### src/rtl/id_stage_pipe_pkg.sv
// Shared definitions for the ID stage: write-back select codes, immediate
// format codes, default datapath width and the immediate decoder.
package id_stage_pipe_pkg;

   localparam int XLEN_DEF = 32;

   typedef enum logic [1:0] {
      RF_WSEL_ALUC = 2'd0,
      RF_WSEL_RDO  = 2'd1,
      RF_WSEL_PC4  = 2'd2,
      RF_WSEL_EXT  = 2'd3
   } rf_wsel_e;

   typedef enum logic [2:0] {
      SEXT_I = 3'd0,
      SEXT_S = 3'd1,
      SEXT_B = 3'd2,
      SEXT_U = 3'd3,
      SEXT_J = 3'd4
   } sext_op_e;

   // 32-bit immediate; the caller widens it to XLEN by sign extension.
   function automatic logic [31:0] sext32(input logic [2:0] op, input logic [31:7] ins);
      logic [31:0] imm;
      imm = '0;
      case (op)
         SEXT_I: imm = {{20{ins[31]}}, ins[31:20]};
         SEXT_S: imm = {{20{ins[31]}}, ins[31:25], ins[11:7]};
         SEXT_B: imm = {{19{ins[31]}}, ins[31], ins[7], ins[30:25], ins[11:8], 1'b0};
         SEXT_U: imm = {ins[31:12], 12'd0};
         SEXT_J: imm = {{11{ins[31]}}, ins[31], ins[19:12], ins[20], ins[30:21], 1'b0};
         default: imm = '0;
      endcase
      return imm;
   endfunction

endpackage

### src/rtl/id_regfile.sv
// NREG-entry register file: two asynchronous read ports, one synchronous
// write port, x0 hard-wired to zero and a write-through bypass.
module id_regfile
   import id_stage_pipe_pkg::*;
#(
   parameter int XLEN = XLEN_DEF,
   parameter int NREG = 32
) (
   input  logic            clk,
   input  logic            rst,
   input  logic [4:0]      ra1,
   input  logic [4:0]      ra2,
   output logic [XLEN-1:0] rd1,
   output logic [XLEN-1:0] rd2,
   input  logic            we,
   input  logic [4:0]      wr,
   input  logic [XLEN-1:0] wd
);

   localparam int AW = (NREG > 1) ? $clog2(NREG) : 1;
   localparam logic [5:0] NREG_L = 6'(NREG);

   logic [XLEN-1:0] mem [NREG];
   logic            ok1, ok2, okw;
   logic            wt1, wt2;

   // Index 0 and indices beyond the implemented file behave as constant zero.
   assign ok1 = (ra1 != '0) && ({1'b0, ra1} < NREG_L);
   assign ok2 = (ra2 != '0) && ({1'b0, ra2} < NREG_L);
   assign okw = (wr  != '0) && ({1'b0, wr}  < NREG_L);
   assign wt1 = we && (wr != '0) && (wr == ra1);
   assign wt2 = we && (wr != '0) && (wr == ra2);

   always_comb begin
      rd1 = '0;
      rd2 = '0;
      if (ok1) rd1 = wt1 ? wd : mem[ra1[AW-1:0]];
      if (ok2) rd2 = wt2 ? wd : mem[ra2[AW-1:0]];
   end

   always_ff @(posedge clk) begin
      if (rst) begin
         mem <= '{default: '0};
      end else if (we && okw) begin
         mem[wr[AW-1:0]] <= wd;
      end
   end

endmodule

### src/rtl/id_stage_pipe.sv
// Pipelined decode stage: register file, immediate decode, write-back mux,
// RAW hazard detection and the ID/EX register. ID_FWD_EN enables the MEM bypass.
module id_stage_pipe
   import id_stage_pipe_pkg::*;
#(
   parameter int XLEN = XLEN_DEF,
   parameter int NREG = 32
) (
   input  logic            clk,
   input  logic            rst,
   input  logic            if_valid,
   input  logic [31:0]     if_inst,
   input  logic [XLEN-1:0] if_pc,
   output logic            id_ready,
   input  logic [2:0]      sext_op,
   input  logic            dec_rf_we,
   input  logic [1:0]      dec_rf_wsel,
   input  logic            dec_mem_read,
   input  logic            ex_ready,
   input  logic            flush,
   output logic            ex_valid,
   output logic [XLEN-1:0] ex_pc,
   output logic [XLEN-1:0] ex_rd1,
   output logic [XLEN-1:0] ex_rd2,
   output logic [XLEN-1:0] ex_ext,
   output logic [4:0]      ex_rs1,
   output logic [4:0]      ex_rs2,
   output logic [4:0]      ex_wr,
   output logic            ex_rf_we,
   output logic [1:0]      ex_rf_wsel,
   output logic            ex_mem_read,
   input  logic            mem_valid,
   input  logic            mem_we,
   input  logic [4:0]      mem_wr,
   input  logic [XLEN-1:0] mem_wd,
   input  logic            wb_we,
   input  logic [4:0]      wb_wr,
   input  logic [1:0]      wb_wsel,
   input  logic [XLEN-1:0] wb_aluc,
   input  logic [XLEN-1:0] wb_rdo,
   input  logic [XLEN-1:0] wb_pc4,
   input  logic [XLEN-1:0] wb_ext
);

   logic [4:0]      rs1, rs2, rd;
   logic [XLEN-1:0] wb_wd, rf_rd1, rf_rd2, op1, op2, imm;
   logic [31:0]     imm32;
   logic            hz_ex, hm1, hm2, stall, accept;

   assign rs1 = if_inst[19:15];
   assign rs2 = if_inst[24:20];
   assign rd  = if_inst[11:7];

   always_comb begin
      wb_wd = wb_aluc;
      case (wb_wsel)
         RF_WSEL_ALUC: wb_wd = wb_aluc;
         RF_WSEL_RDO:  wb_wd = wb_rdo;
         RF_WSEL_PC4:  wb_wd = wb_pc4;
         RF_WSEL_EXT:  wb_wd = wb_ext;
         default:      wb_wd = wb_aluc;
      endcase
   end

   id_regfile #(.XLEN(XLEN), .NREG(NREG)) u_rf (
      .clk (clk),
      .rst (rst),
      .ra1 (rs1),
      .ra2 (rs2),
      .rd1 (rf_rd1),
      .rd2 (rf_rd2),
      .we  (wb_we),
      .wr  (wb_wr),
      .wd  (wb_wd)
   );

   assign imm32 = sext32(sext_op, if_inst[31:7]);
   assign imm   = XLEN'($signed(imm32));

   // x0 never participates in a dependency.
   assign hz_ex = ex_valid & ex_rf_we &
                  (((rs1 != '0) & (ex_wr == rs1)) | ((rs2 != '0) & (ex_wr == rs2)));
   assign hm1   = mem_valid & mem_we & (rs1 != '0) & (mem_wr == rs1);
   assign hm2   = mem_valid & mem_we & (rs2 != '0) & (mem_wr == rs2);

`ifdef ID_FWD_EN
   assign op1   = hm1 ? mem_wd : rf_rd1;
   assign op2   = hm2 ? mem_wd : rf_rd2;
   assign stall = hz_ex & ex_mem_read;
`else
   assign op1   = rf_rd1;
   assign op2   = rf_rd2;
   assign stall = hz_ex | hm1 | hm2;
`endif

   assign id_ready = ~rst & ~stall & (ex_ready | ~ex_valid);
   assign accept   = id_ready & if_valid;

   // Flush only drops the valid bit; payload holds, matching the priority order.
   always_ff @(posedge clk) begin
      if (rst) begin
         ex_valid    <= 1'b0;
         ex_pc       <= '0;
         ex_rd1      <= '0;
         ex_rd2      <= '0;
         ex_ext      <= '0;
         ex_rs1      <= '0;
         ex_rs2      <= '0;
         ex_wr       <= '0;
         ex_rf_we    <= 1'b0;
         ex_rf_wsel  <= '0;
         ex_mem_read <= 1'b0;
      end else if (flush) begin
         ex_valid <= 1'b0;
      end else if (accept) begin
         ex_valid    <= 1'b1;
         ex_pc       <= if_pc;
         ex_rd1      <= op1;
         ex_rd2      <= op2;
         ex_ext      <= imm;
         ex_rs1      <= rs1;
         ex_rs2      <= rs2;
         ex_wr       <= rd;
         ex_rf_we    <= dec_rf_we;
         ex_rf_wsel  <= dec_rf_wsel;
         ex_mem_read <= dec_mem_read;
      end else if (stall && (ex_ready || !ex_valid)) begin
         ex_valid <= 1'b0;
      end
   end

endmodule

### config.mk
export PLATFORM = sky130hd
export DESIGN_NAME = id_stage_pipe
export DESIGN_NICKNAME = d
export VERILOG_FILES = /design/src/rtl/id_stage_pipe_pkg.sv /design/src/rtl/id_regfile.sv /design/src/rtl/id_stage_pipe.sv
export SDC_FILE = /design/constraint.sdc
export NUM_CORES = 2
export LEC_CHECK = 0
export ABC_AREA = 1
export BUFFER_PORTS_ARGS = -buffer_cell sky130_fd_sc_hd__buf_2
export CAP_MARGIN = 40
export CELL_PAD_IN_SITES_DETAIL_PLACEMENT = 1
export CELL_PAD_IN_SITES_GLOBAL_PLACEMENT = 1
export CORE_MARGIN = 8
export CORE_UTILIZATION = 43
export DETAILED_ROUTE_END_ITERATION = 8
export PLACE_DENSITY_LB_ADDON = 0.08
export SYNTH_ARGS = -nofsm -noshare
export SYNTH_HDL_FRONTEND = slang
export SYNTH_SLANG_ARGS = --single-unit
### constraint.sdc
create_clock -name clk -period 2.25 [get_ports clk]
set_input_delay 0.45 -clock clk [delete_from_list [all_inputs] [get_ports clk]]
set_output_delay 0.45 -clock clk [all_outputs]
set_load 0.1 [all_outputs]
* Word-level counts from Yosys, hierarchy flattened
Index checks and enable logic that the tools add are counted.
** Storage, ports and cells
- Output and inout bits :: 149
- Register bits :: 1172
- Input port bits :: 251
- Word-level logic and storage cells :: 115
** Operators by class
- Eq/ne operators :: 13
- Bitwise operators :: 23
- $lt $le $gt $ge :: 4
- Mux-type cells :: 17
- Reduce and logical (&&, ||, !) cells :: 15
** Operators by type and width (count)
- bitwise mux 1024 bit :: 1
- binary-select mux 32 bit (select 5 bit) :: 2
- two-way mux 32 bit :: 9
- demux 32 bit (select 5 bit) :: 1
- one-hot mux 32 bit (5 select lines) :: 1
- one-hot mux 32 bit (4 select lines) :: 1
- equality test 5 bit :: 6
- >= comparator 6 bit (second input constant) :: 3
- inverter 5 -> 6 bit :: 3
- nonzero test 5 bit :: 3
- AND 1 bit :: 12
- equality test 3 x 2 -> 1 bit (second input constant) :: 2
- less-than comparator 6 x 1 -> 1 bit (second input constant) :: 1
- logical AND 1 bit :: 5
- equality test 2 bit (second input constant) :: 2
- inverter 1 bit :: 4
- OR 1 bit :: 4
- equality test 3 x 1 -> 1 bit (second input constant) :: 1
- equality test 3 bit (second input constant) :: 1
- logical NOT 3 bit :: 1
- equality test 2 x 1 -> 1 bit (second input constant) :: 1
- logical NOT 2 bit :: 1
- two-way mux 1 bit :: 2
- AND reduction 2 bit :: 1
- 4 further kinds :: 4

* Longest topological paths before layout
- Depth after elaboration :: 11
- Depth in mapped cells :: 16
- Mapped depth without buffers :: 13

* Hierarchy
From an unflattened synthesis, not the netlist that was laid out.
** Unflattened totals
- Cells, all modules :: 10396
- Area, all modules :: 65644.2 µm²
** Modules (own cells, without submodules)
- id_regfile :: times used 1, cells an instance 9127, area an instance 57846.7 µm², sequential area each 20499.7 µm²
- id_stage_pipe :: times used 1, cells an instance 1269, area an instance 7797.5 µm², sequential area each 2962.8 µm²

* Worst setup path before layout
OpenSTA, ideal clock, no wires.
- Kind :: register -> register
- From :: register ex_wr[3]
- To :: register ex_rs2[2]
- Setup slack :: -0.563 ns
- Period minus slack after synthesis :: 2.813 ns
- Path buffers :: 2
- Required time :: 2.133 ns
- Data arrival time :: 2.696 ns
- Stages on the path, launching flop included :: 14
- Cells stage by stage :: dfxtp_1 -> xnor2_1 -> nand2_1 -> nor2_1 -> nand2_1 -> nand2_1 -> nand2_1 -> nand2_1 -> nor2_4 -> nand3_2 -> buf_6 -> buf_2 -> o21ai_0 -> nor2_1
** On the way
- Cells in the longest elaborated chain, start to end :: 11
- Elaborated cells on any way between the ends :: 13
- Those cells by class :: 2 x eq/ne; 10 x bitwise; 1 x reduce/logical
** Ends and longest elaborated chain
- from (decl) :: RTL line id_stage_pipe.sv:28 : output logic [4:0] ex_wr,
- from (signal assigned) :: RTL line id_stage_pipe.sv:123 : ex_wr <= rd;
- equality test 5 bit :: RTL line id_stage_pipe.sv:82 : (((rs1 != '0) & (ex_wr == rs1)) | ((rs2 != '0) & (ex_wr == rs2)));
- AND 1 bit :: RTL line id_stage_pipe.sv:82
- OR 1 bit * :: RTL line id_stage_pipe.sv:82
- AND 1 bit * :: RTL line id_stage_pipe.sv:81 : assign hz_ex = ex_valid & ex_rf_we &
- OR 1 bit * (2 in a row) :: RTL line id_stage_pipe.sv:93 : assign stall = hz_ex | hm1 | hm2;
- inverter 1 bit * :: RTL line id_stage_pipe.sv:96 : assign id_ready = ~rst & ~stall & (ex_ready | ~ex_valid);
- AND 1 bit * (2 in a row) :: RTL line id_stage_pipe.sv:96
- named net id_ready :: RTL line id_stage_pipe.sv:14 : output logic id_ready,
- AND 1 bit * :: RTL line id_stage_pipe.sv:97 : assign accept = id_ready & if_valid;
- AND reduction 2 bit (no source line) *
- to (signal assigned) :: RTL line id_stage_pipe.sv:122 : ex_rs2 <= rs2;
- to (decl) :: RTL line id_stage_pipe.sv:27 : output logic [4:0] ex_rs2,
Mark *: on every way through the listed nets, which the timed path passes. The rest lies on a longest branch.
A chain may end at the register's enable or synchronous reset.

* Final worst setup path
- From :: register ex_wr[1]
- To :: output port id_ready
** On the way
- Cells in the longest elaborated chain, start to end :: 9
- Elaborated cells on any way between the ends :: 11
- Those cells by class :: 2 x eq/ne; 9 x bitwise
** Ends and longest elaborated chain (RTL line)
- equality test 5 bit :: id_stage_pipe.sv:82
- AND 1 bit :: id_stage_pipe.sv:82
- OR 1 bit * :: id_stage_pipe.sv:82
- AND 1 bit * :: id_stage_pipe.sv:81
- OR 1 bit * (2 in a row) :: id_stage_pipe.sv:93
- inverter 1 bit * :: id_stage_pipe.sv:96
- AND 1 bit * (2 in a row) :: id_stage_pipe.sv:96
- to (decl) :: id_stage_pipe.sv:14
Mark *: on every way between the ends. The rest lies on a longest branch, timed or not.

==> run metrics <==
async set-reset flop share out of synthesis=0%; post-layout util=53.2%; Post-Syn Area=0.0641 sq mm; worst path bufs/invs=1; Avg Synthesized Cell Area=6.16 sq um; first-pass GRT wire length=487 mm; Levels on crit path=9; total congestion overflow=0; Overall Global Routing Usage=38.6%; fin crit share=110%; Synth Net Count=10.7k; Startpoint Class=flip-flop; vias=76.5k; fin cells=12.8k; die height=402 um; ys flop type=dfxtp_1; Worst-Skew Late Latency=0.80 ns; Num Clock Sinks=1172; largest net degree at the start of global routing=151; Sum Neg Setup Slack=-0.219 ns; crit path launch=ex_wr[1]; hold slack final=0.0538 ns; root buf cell=clkbuf_16; FF-to-FF setup slack=0.03 ns; HPWL Detailed=217 mm; Top delay family on crit path=simple AND/OR/NAND/NOR gates; Ports=400; Hold Crit Class=in -> reg; Die X=402 um; CTS tree=yes; initial antenna violation count=20; most frequent cells in the layout=nand2_1 (2498), nand3_1 (1764), dfxtp_1 (1156); # placed instances=12.5k; flops & latches, synth=1172; Starting Density=43.4%; leakage=36.5 nW; RSZ-0062 raised after global routing=true; Final GP Congestion=0.950; status=complete, but fails checks; Critical Path, Cell by Cell=xnor2_2 > nand2_1 > nor2_2 > nand2_1 > nand2_2 > nand2_2 > nand2_4 > nor2_4 > buf_12; commonest non-fill, non-tap cell in the layout=nand2_1; Setup crit end kind=output pin; peak per-stage delay on the critical path=0.37 ns; Arrival @ worst endpoint=2.02 ns; final setup violating endpoints=1; first drt pass iteration count=6; Fmax=405 MHz; CTS max path bufs=3; H-tree Lvls=4; drt total wl=328 mm; Final min period=2.47 ns; die area=0.162 sq mm; worst r2r src=ex_wr[1]; critical path fanouts, max=3; Vias/cell=5.98; number of synthesized flops with an enable pin=0; worst endpoint required time=1.80 ns; Slew Limit Fails=0; HP Start=if_inst[26]; final worst slack=-0.219 ns; Max-cap violations=0; DR DRC count=0; Worst Hold End=ex_ext[6]; reg2reg path depth=14; Synth Instances=10.4k; Crit Path Category=reg -> out; relative slew slack=34.1%; total design power=56.0 mW; Detail Route Antenna Nets=0; actual slew at the worst max-slew pin=0.989 ns; sequential area share after synthesis=36.6%; slowest cell on the critical path=dfxtp_4; Synth cell types=34; r2r endpoint=ex_wr[4]; Rows=141; layout cells sized above 1=12.9%; clock skew=0.0259 ns; Fin. Hold Viols=0; Area Growth Syn to Fin=22.8%; final net count=11.0k; initial DRC count=7933; warnings from Yosys=0; PwrDens=712 mW/mm^2; CTS Buf Count=144; port buffer count=360; Core ar.=0.148 sq mm; failing checks=negative setup slack; wire per inst=25.6 um; Reg clk slew, reported paths=0.06 ns; Max IR drop VDD=665 uV; Worst Hold Depth=5; number of global-route vias before repair=77.9k
==> stage by stage <==
step                      cell area, sq um  setup WS (ns)
after global placement               73200         -0.469
after floorplan                      64200         -0.151
after CTS                            78600         -0.261
final                                78700         -0.219
after detailed placement             73200         -0.539
after global routing                 78700         -0.278
==> Yosys cell counts, drive strengths merged, types with 2 or more instances <==
library cell,instances,area [sq um]
nor2,560,2150
xnor2,7,61.3
clkinv,4,15.0
o21a,7,52.6
o211ai,76,571
dfxtp,1172,23500
inv,1176,4410
nand3,1768,8870
nand4,4,25.0
a211oi,2,15.0
xor2,13,114
buf,399,1940
nor3,13,70.1
nand2,2506,9410
or2,12,75.1
clkbuf,515,1930
a21oi,1037,5200
o2111ai,6,58.8
o21ai,1129,5650
==> state kept, by name, indices dropped and copies added, names as in the netlist, 5 cells and up <==
name,flops
u_rf.mem,1024
ex_ext,32
ex_pc,32
ex_rd1,32
ex_rd2,32
ex_rs1,5
ex_rs2,5
ex_wr,5
==> cell type report <==
cell class / count / area, sq um
Fill cell: 19700 / 69100
Multi-Input combinational cell: 7142 / 32600
Sequential cell: 1172 / 23500
Timing Repair Buffer: 1097 / 10800
Inverter: 1180 / 4480
Clock buffer: 208 / 4230
Tap cell: 1930 / 2410
Clock inverter: 55 / 667
Antenna cell: 8 / 20.0
==> repair_timing <==
action / CTS / global route
hold buffers: 42 / 0
resized for setup: 27 / 6
endpoints found under the hold margin: 42 / 0
endpoints found under the setup margin: 13 / 2
pin swaps: 1 / 11
setup buffers: 4 / 3
gates cloned: 0 / 1
==> worst register-to-register path, delay by kind of cell, from the launching register on <==
family                 cells  cell delay (ns)
flip-flops                 1             0.37
AO/OA/AOI/OAI              1             0.24
buffers and inverters      3             0.53
XOR/XNOR                   1             0.13
AND/OR/NAND/NOR            9             0.82
==> power by group <==
group	internal, mW	switching [mW]	total (mW)
Combinational	3.13	7.02	10.2
Clock	14.5	10.0	24.5
Sequential	21.1	0.247	21.4
Total	38.7	17.3	56.0
==> logic make-up after synthesis <==
logic type	after synthesis	share of synthesized area, %
buffers and inverters	2094	12.9
XOR/XNOR	20	0.273
flip-flops	1172	36.6
AO/OA/AOI/OAI	2259	18.0
AND/OR/NAND/NOR	4863	32.1
==> worst max path at each step <==
stage,to
after floorplan,ex_pc[19]
after global placement,u_rf.mem[761]
after detailed placement,u_rf.mem[742]
after CTS,id_ready
after global routing,id_ready
final,id_ready
==> layer usage <==
layer,share of wire [%],global-route usage (%)
met1,39,47.4
met2,45,62.0
met3,8.1,6.69
met4,7.7,25.6
met5,0.0085,0
Power figures use the tool's default switching activity.
